<file path="config.mk">
export PLATFORM = sky130hd
export DESIGN_NAME = wb_stage
export DESIGN_NICKNAME = d
export VERILOG_FILES = /design/src/rtl/wb_stage_pkg.sv /design/src/rtl/wb_load_align.sv /design/src/rtl/wb_stage.sv
export SDC_FILE = /design/constraint.sdc
export NUM_CORES = 1
export LEC_CHECK = 0
export CAP_MARGIN = 20
export CELL_PAD_IN_SITES_DETAIL_PLACEMENT = 1
export CELL_PAD_IN_SITES_GLOBAL_PLACEMENT = 1
export CORE_MARGIN = 2
export CORE_UTILIZATION = 25
export CTS_BUF_LIST = sky130_fd_sc_hd__clkbuf_4
export DETAILED_ROUTE_END_ITERATION = 6
export GPL_ROUTABILITY_DRIVEN = 0
export PLACE_DENSITY_LB_ADDON = 0.1
export REMOVE_ABC_BUFFERS = 1
export SKIP_LAST_GASP = 1
export SYNTH_ARGS = -nofsm -noshare
export SYNTH_HDL_FRONTEND = slang
export SYNTH_HIERARCHICAL = 1
export SYNTH_SLANG_ARGS = --single-unit
</file>
<file path="constraint.sdc">
create_clock -name clk -period 3.61 [get_ports clk]
set_input_delay 0.722 -clock clk [delete_from_list [all_inputs] [get_ports clk]]
set_output_delay 0.722 -clock clk [all_outputs]
set_load 0.1 [all_outputs]
</file>
<file path="src/rtl/wb_stage_pkg.sv">
// Shared writeback-stage encodings: destination-source and load-size codes.
package wb_stage_pkg;

  localparam int DEST_SRC_W = 2;
  localparam logic [DEST_SRC_W-1:0] DEST_SRC_NONE = 2'd0;
  localparam logic [DEST_SRC_W-1:0] DEST_SRC_ALU  = 2'd1;
  localparam logic [DEST_SRC_W-1:0] DEST_SRC_MEM  = 2'd2;
  localparam logic [DEST_SRC_W-1:0] DEST_SRC_PC4  = 2'd3;

  localparam int LD_SIZE_W = 2;
  localparam logic [LD_SIZE_W-1:0] LD_SIZE_B = 2'd0;
  localparam logic [LD_SIZE_W-1:0] LD_SIZE_H = 2'd1;
  localparam logic [LD_SIZE_W-1:0] LD_SIZE_W_CODE = 2'd2;

endpackage

</file>
<file path="src/rtl/wb_load_align.sv">
// Purpose: extracts the byte/half/word selected by the low address bits and extends it.
// Latency: combinational.
// Backpressure: none, pure function of its inputs.
module wb_load_align
  import wb_stage_pkg::*;
#(
  parameter int DATA_W = 32
) (
  input  logic [31:0]          mem_read,
  input  logic [1:0]           off,
  input  logic [LD_SIZE_W-1:0] size,
  input  logic                 sgn,
  output logic [DATA_W-1:0]    result
);

  logic [7:0]  byte_dat;
  logic [15:0] half_dat;

  always_comb begin
    byte_dat = 8'(mem_read >> {off, 3'b000});
    // Halves are always 16-bit aligned, so off[0] plays no part.
    half_dat = 16'(mem_read >> {off[1], 4'b0000});
    case (size)
      LD_SIZE_B: result = {{(DATA_W-8){byte_dat[7] & sgn}}, byte_dat};
      LD_SIZE_H: result = {{(DATA_W-16){half_dat[15] & sgn}}, half_dat};
      default:   result = DATA_W'(mem_read);
    endcase
  end

endmodule

</file>
<file path="src/rtl/wb_stage.sv">
// Purpose: memory->writeback elastic buffer driving the register-file write port (retire counter with WB_RETIRE_CNT_EN).
// Latency: 1 cycle from push to head visibility.
// Backpressure: o_ready = !full, registered-only, no ready->ready combinational path.
module wb_stage
  import wb_stage_pkg::*;
#(
  parameter int DEPTH     = 2,
  parameter int DATA_W    = 32,
  parameter int ADDR_W    = 32,
  parameter int REG_IDX_W = 5
) (
  input  logic                  clk,
  input  logic                  clr_n,
  input  logic                  flush,
  input  logic                  i_valid,
  output logic                  o_ready,
  input  logic [ADDR_W-1:0]     i_pc,
  input  logic [DEST_SRC_W-1:0] i_dest_src,
  input  logic [REG_IDX_W-1:0]  i_dest_reg,
  input  logic [DATA_W-1:0]     i_alu_eval,
  input  logic [31:0]           i_mem_read,
  input  logic [LD_SIZE_W-1:0]  i_ld_size,
  input  logic                  i_ld_signed,
  output logic                  o_valid,
  input  logic                  i_ready,
  output logic [ADDR_W-1:0]     o_pc,
  output logic [REG_IDX_W-1:0]  o_dest_reg,
  output logic                  o_we,
  output logic [DATA_W-1:0]     o_dest_data
`ifdef WB_RETIRE_CNT_EN
  ,
  output logic [63:0]           o_retire_cnt
`endif
);

  localparam int PTR_W = (DEPTH > 1) ? $clog2(DEPTH) : 1;
  localparam int CNT_W = $clog2(DEPTH + 1);

  typedef struct packed {
    logic [ADDR_W-1:0]     pc;
    logic [DEST_SRC_W-1:0] dest_src;
    logic [REG_IDX_W-1:0]  dest_reg;
    logic [DATA_W-1:0]     alu_eval;
    logic [31:0]           mem_read;
    logic [LD_SIZE_W-1:0]  ld_size;
    logic                  ld_signed;
  } entry_t;

  entry_t             mem [DEPTH];
  logic [PTR_W-1:0]   wr_ptr;
  logic [PTR_W-1:0]   rd_ptr;
  logic [CNT_W-1:0]   count;
  logic               push;
  logic               pop;
  entry_t             head;
  logic [DATA_W-1:0]  ld_dat;
  logic [ADDR_W-1:0]  link_pc;

  assign o_ready = (count != CNT_W'(DEPTH));
  assign o_valid = (count != '0);
  assign push    = i_valid & o_ready;
  assign pop     = o_valid & i_ready;
  assign head    = mem[rd_ptr];

  function automatic logic [PTR_W-1:0] ptr_inc(input logic [PTR_W-1:0] p);
    return (p == PTR_W'(DEPTH - 1)) ? '0 : p + PTR_W'(1);
  endfunction

  always_ff @(posedge clk or negedge clr_n) begin
    if (!clr_n) begin
      wr_ptr <= '0;
      rd_ptr <= '0;
      count  <= '0;
      for (int i = 0; i < DEPTH; i++) mem[i] <= '0;
    end else if (flush) begin
      wr_ptr <= '0;
      rd_ptr <= '0;
      count  <= '0;
    end else begin
      if (push) begin
        mem[wr_ptr] <= '{pc: i_pc, dest_src: i_dest_src, dest_reg: i_dest_reg,
                         alu_eval: i_alu_eval, mem_read: i_mem_read,
                         ld_size: i_ld_size, ld_signed: i_ld_signed};
        wr_ptr <= ptr_inc(wr_ptr);
      end
      if (pop) rd_ptr <= ptr_inc(rd_ptr);
      case ({push, pop})
        2'b10:   count <= count + CNT_W'(1);
        2'b01:   count <= count - CNT_W'(1);
        default: count <= count;
      endcase
    end
  end

  wb_load_align #(.DATA_W(DATA_W)) u_align (
    .mem_read (head.mem_read),
    .off      (head.alu_eval[1:0]),
    .size     (head.ld_size),
    .sgn      (head.ld_signed),
    .result   (ld_dat)
  );

  assign link_pc = head.pc + ADDR_W'(4);

  // Empty buffer forces every data output to zero regardless of stale storage.
  always_comb begin
    o_pc        = '0;
    o_dest_reg  = '0;
    o_dest_data = '0;
    o_we        = 1'b0;
    if (o_valid) begin
      o_pc       = head.pc;
      o_dest_reg = head.dest_reg;
      o_we       = (head.dest_src != DEST_SRC_NONE) && (head.dest_reg != '0);
      case (head.dest_src)
        DEST_SRC_ALU: o_dest_data = head.alu_eval;
        DEST_SRC_MEM: o_dest_data = ld_dat;
        DEST_SRC_PC4: o_dest_data = DATA_W'(link_pc);
        default:      o_dest_data = '0;
      endcase
    end
  end

`ifdef WB_RETIRE_CNT_EN
  always_ff @(posedge clk or negedge clr_n) begin
    if (!clr_n)              o_retire_cnt <= '0;
    else if (pop && !flush)  o_retire_cnt <= o_retire_cnt + 64'd1;
  end
`endif

endmodule

</file>
Word-level counts from Yosys, hierarchy flattened
Index checks and enable logic that the tools add are counted.
{ "totals": {"input_bits": 111, "out_inout_bits": 72, "elab_cells": 71, "register_bits": 216} }
{ "op_classes": {"mux": 20, "bitwise_logic": 7, "shift": 2, "magnitude_cmp": 3, "add_sub_neg": 5, "reduce_logical": 10, "eq_ne": 7} }
{ "ops": {"columns": ["cell", "count"], "rows": [
  ["$mux 106", 4],
  ["$bwmux 212", 1],
  ["$demux 106 s1", 1],
  ["$pmux 32 s3", 1],
  ["$mux 32", 2],
  ["$pmux 32 s2", 1],
  ["$add 32x3->32 const B", 1],
  ["$shr 32x5->16", 1],
  ["$shr 32x5->8", 1],
  ["$reduce_bool 2->1", 4],
  ["$mux 1", 7],
  ["$eq 2x1->1 const B", 3],
  ["$eq 2x2->1 const B", 3],
  ["$mux 5", 1],
  ["$reduce_bool 5->1", 1],
  ["$and 1x1->1", 4],
  ["$ge 2x2->1 const B", 2],
  ["$not 1->2", 2],
  ["$pmux 2 s2", 1],
  ["$reduce_bool 3->1", 1],
  ["$add 1x1->1 const B", 2],
  ["$add 2x1->2 const B", 1],
  ["$logic_and 1x1->1", 2],
  ["$logic_not 2->1", 1],
  ["6 further kinds", 6]
]} }

Longest topological paths before layout
{ "depth": {"ltp_word": 9, "mapped_depth": 16, "mapped_depth_nobuf": 8} }

Modules after synthesis
The synthesis kept the hierarchy.
{ "modules_own_cells": {"columns": ["mod", "seq_area_each_um2", "instances", "area_per_inst_um2", "cells_each"], "rows": [
  ["wb_stage", 5405.2, 1, 11089.4, 902],
  ["wb_load_align", 0.0, 1, 706.9, 93]
]} }

Worst setup path after synthesis
No wires, ideal clock.
{ "synth_timing": {"path_kind": "reg2out", "startpoint": "register rd_ptr", "endpoint": "output port o_dest_data[26]", "setup_slack_ps": -1859, "path_buffers": 5, "stages_incl_launch_ff": 13, "required_ps": 2888, "arrival_time_ps": 4747, "cell_sequence": "dfrtp_1 buf_6 buf_8 buf_6 buf_4 buf_2 mux2_2 ha_1 inv_1 a211oi_4 nand3_4 o31a_1 o32ai_1"} }
{ "synth_via": {"elab_chain_len": 9, "elab_cells_between_ends": 17, "classes_between": "add/sub: 1; eq/ne: 4; shift: 2; mux: 6; bitwise: 3; reduce/logical: 1"} }
{ "synth_lines": {"columns": ["item", "line_no", "source"], "rows": [
  ["from (decl)", "wb_stage.sv:51", "logic [PTR_W-1:0] rd_ptr;"],
  ["from (signal assigned)", "wb_stage.sv:86", "if (pop) rd_ptr <= ptr_inc(rd_ptr);"],
  ["$not 1->2 (not written as such) (*)", "wb_stage.sv:63", "assign head = mem[rd_ptr];"],
  ["$mux 106 (not written as such) (*) (3 in a row)", "wb_stage.sv:63", null],
  ["parallel branches: the longest is 3 deep, another holds $add 32x3->32", null, null],
  ["$pmux 32 s3 (*)", "wb_stage.sv:115", "case (head.dest_src)"],
  ["$mux 32 (*)", "wb_stage.sv:111", "if (o_valid) begin"],
  ["to (decl)", "wb_stage.sv:29", "output logic [DATA_W-1:0] o_dest_data"]
]} }
Mark *: on every way between the ends. The select of a mux whose other input is x is not followed.

==> impl_metrics.toml <==
[status]
status = "complete, but fails checks"
failed_checks = "setup timing"

[floorplanning]
die_area_um2 = 48900
io-pin-count = 183
core_um2 = 46600
die_w_um = 221
die_h_um = 221
initial_utilization = 0.253
rows = 79

[pwr]
total_power_mw = 10.9
max-vdd-ir-drop_mv = 0.296
clkPwrFrac = 0.222
internal-power_mw = 6.51
power.density_nw_per_um2 = 644
p_leak_nw = 6.86
pwr-share-comb = 0.450
pwr-share-seq = 0.328
switching_share = 0.401
switchingPower_mw = 4.36

[placement]
hpwl_um = 30200
place_area_um2 = 15100
io_buffers = 182
pre_cts_slack_ns = -0.0114
dp_cells = 1803

[layout]
finalInstanceArea_um2 = 16900
stdcell_count = 1954
areaGrowthSynthToFinish_pct = 43.1
fillerInstances = 5029
nets = 1416
drive_gt1_frac = 0.496

[logic_synthesis]
synth-edff-count = 0
synthTopCellsByCount = "mux2_2 (254), dfrtp_1 (216), nor2_1 (79), mux2i_1 (75), nand2_1 (52)"
synth_most_common_cell = "mux2_2"
synth-seq-cells = 216
ys_types = 74
syn_avg_cell_area_um2 = 11.9
synth_ff_type = "dfrtp_1"
netlist_top_cells_area = "dfrtp_1 (46%), mux2_2 (24%), mux2i_1 (6.4%)"
synth_top_area_cell = "dfrtp_1"
synthDominantCellAreaShare = 0.458
ys_warn_count = 6
yosysSeqAreaShare = 0.458
synthArstFlopShare = 1.00
syn_area_um2 = 11800
syn-instance-count = 995

[worst_setup_path]
worstPathArrival_ns = 3.52
rr_startpoint = "count[0]"
cp-start-kind = "register"
crit_type = "reg -> out"
cp.required_ns = 2.89
crit_fanout = 5
r2r_cells = 6
cp-endpoint = "o_dest_data[9]"
r2r-end = "mem[86]"
r2r_slack_ns = 1.47
end_kind = "output port"
cp-startpoint = "rd_ptr"

[detailed_routing]
drc = 0
drtIter0Drc = 350
dr.pass1.iters = 4
vias = 9368
wirelength_um = 42400
wl_per_cell_um = 21.7
drtAntennaViolNets = 0
vias_per_cell = 4.79

[sta]
min_period_ns = 4.25
setup_viol = 32
finClkSkew_ns = 0.0429
slew_viol_final = 0
tightest_slew_ns = 0.781
setup_slack_ns = -0.635
finalCritPeriodShare = 1.18
fin_tns_setup_ns = -15.16
hold_viol_final = 0
max-slew-margin-rel = 0.479
fmax_mhz = 236
rsz0062_at_grt = "true"

[global_route]
grt_use_total = 0.174
grt_max_degree = 85
antenna_found_initial = 2
grt_pass1_wl_um = 65400
grt_pass1_vias = 10400
overflow = 0

[min_path]
min_path_type = "reg -> reg"

[clock_network]
htree_num_levels = 3
cts_buffers = 68
insertion_delay_ns = 0.75
clk_pin_slew_ns = 0.06
clockBufferDepth = 3
clock-sinks = 216
cts-root-buf = "clkbuf_4"
cts_tree = "built"

[run]
maxCapViolations = 0
-- worst min-delay path by stage --
stage / startpoint / endpoint / cells after the start
2_1_floorplan: clr_n / count[0] / 0
3_3_place_gp: mem[40] / mem[40] / 1
3_5_place_dp: mem[7] / mem[7] / 1
4_1_cts: mem[29] / mem[29] / 1
5_1_grt: mem[64] / mem[64] / 1
6_report: mem[34] / mem[34] / 1
-- sequential cells by signal (all words and copies together), names as in the netlist --
register,cells
mem,212
count,2
rd_ptr,1
wr_ptr,1
-- layout by cell type (no fill, tap or decap), types with 5 or more instances in the layout --
| master | Yosys | routed |
|---|---|---|
| mux2_2 | 254 | 248 |
| dfrtp_1 | 216 | 215 |
| buf_4 | 5 | 121 |
| clkdlybuf4s50_1 | 0 | 109 |
| clkbuf_4 | 0 | 96 |
| nor2_1 | 79 | 67 |
| mux2i_1 | 75 | 66 |
| nand2_1 | 52 | 47 |
| buf_12 | 0 | 47 |
| a21oi_1 | 33 | 17 |
| a21oi_2 | 2 | 16 |
| buf_6 | 6 | 14 |
| xnor2_1 | 13 | 13 |
| nand3_1 | 15 | 12 |
| nand4_1 | 12 | 12 |
| a221o_1 | 12 | 12 |
| o21ai_2 | 10 | 11 |
| nor2_2 | 0 | 10 |
| clkinv_1 | 0 | 9 |
| mux2_4 | 1 | 8 |
| a22o_1 | 8 | 8 |
| inv_1 | 8 | 7 |
| o21ai_0 | 14 | 7 |
| o21ai_1 | 1 | 7 |
| mux2i_2 | 0 | 6 |
| nand4b_1 | 6 | 6 |
| nand2_2 | 2 | 6 |
| o22ai_2 | 0 | 6 |
| inv_2 | 1 | 5 |
| o211ai_1 | 5 | 5 |
| nor3_1 | 7 | 5 |
| nand2b_1 | 7 | 5 |
| o221a_2 | 8 | 5 |
-- cell type report --
cell class	instances	area [um2]	share of cell area
Sequential cell	216	5410	0.320
Multi-Input combinational cell	709	6580	0.390
Timing Repair Buffer	300	3290	0.195
Tap cell	607	759	0.0450
Antenna cell	3	7.51	0.000445
Clock inverter	14	78.8	0.00467
Clock buffer	96	721	0.0427
Inverter	9	36.3	0.00215
-- critical path, stage by stage, from the launching register on --
cell and delay, ns:
dfrtp_4 0.48, buf_6 0.16, mux2_2 0.35, mux4_2 0.48
nor3b_4 0.18, buf_6 0.13, a221o_1 0.29, a222oi_1 0.38
nor2_2 0.13, buf_12 0.19
-- metrics by stage --
stage,hold WS [ns],utilization
detailed placement,0.491,0.324
CTS,0.504,0.355
finish,0.501,0.363
floorplan,0.426,-
global route,0.513,0.363
global placement,0.483,0.324
-- power groups by stage --
stage	logic [mW]	registers (mW)	clock network (mW)
floorplan	2.87	3.47	0
global placement	4.40	3.57	0
detailed placement	4.44	3.60	0
CTS	4.80	3.56	2.55
global route	5.20	3.66	2.67
finish	4.89	3.56	2.42
-- metal layers --
layer | wire length [um] | global-route usage | part of all wire
met5 | 0 | 0 | 0
met4 | 964 | 0.0526 | 0.023
met3 | 1880 | 0.0401 | 0.044
met2 | 19500 | 0.276 | 0.46
met1 | 20100 | 0.237 | 0.47
-- cell families after synthesis --
group,share of synthesized area
XOR/XNOR,0.0119
AND/OR/NAND/NOR,0.0965
adder cells (fa/ha/maj),0.00106
AO/OA/AOI/OAI,0.0913
flip-flops,0.458
buffers and inverters,0.0317
multiplexers,0.309
-- timing repair --
item	4_1_cts	5_1_grt
pin swaps	31	32
buffers inserted	21	13
endpoints found under the hold margin	82	0
hold buffers	1	0
gates resized for setup	91	51
cloned	3	1
setup endpoints to repair	34	33
No activity file was read; power rests on OpenSTA's default activity.
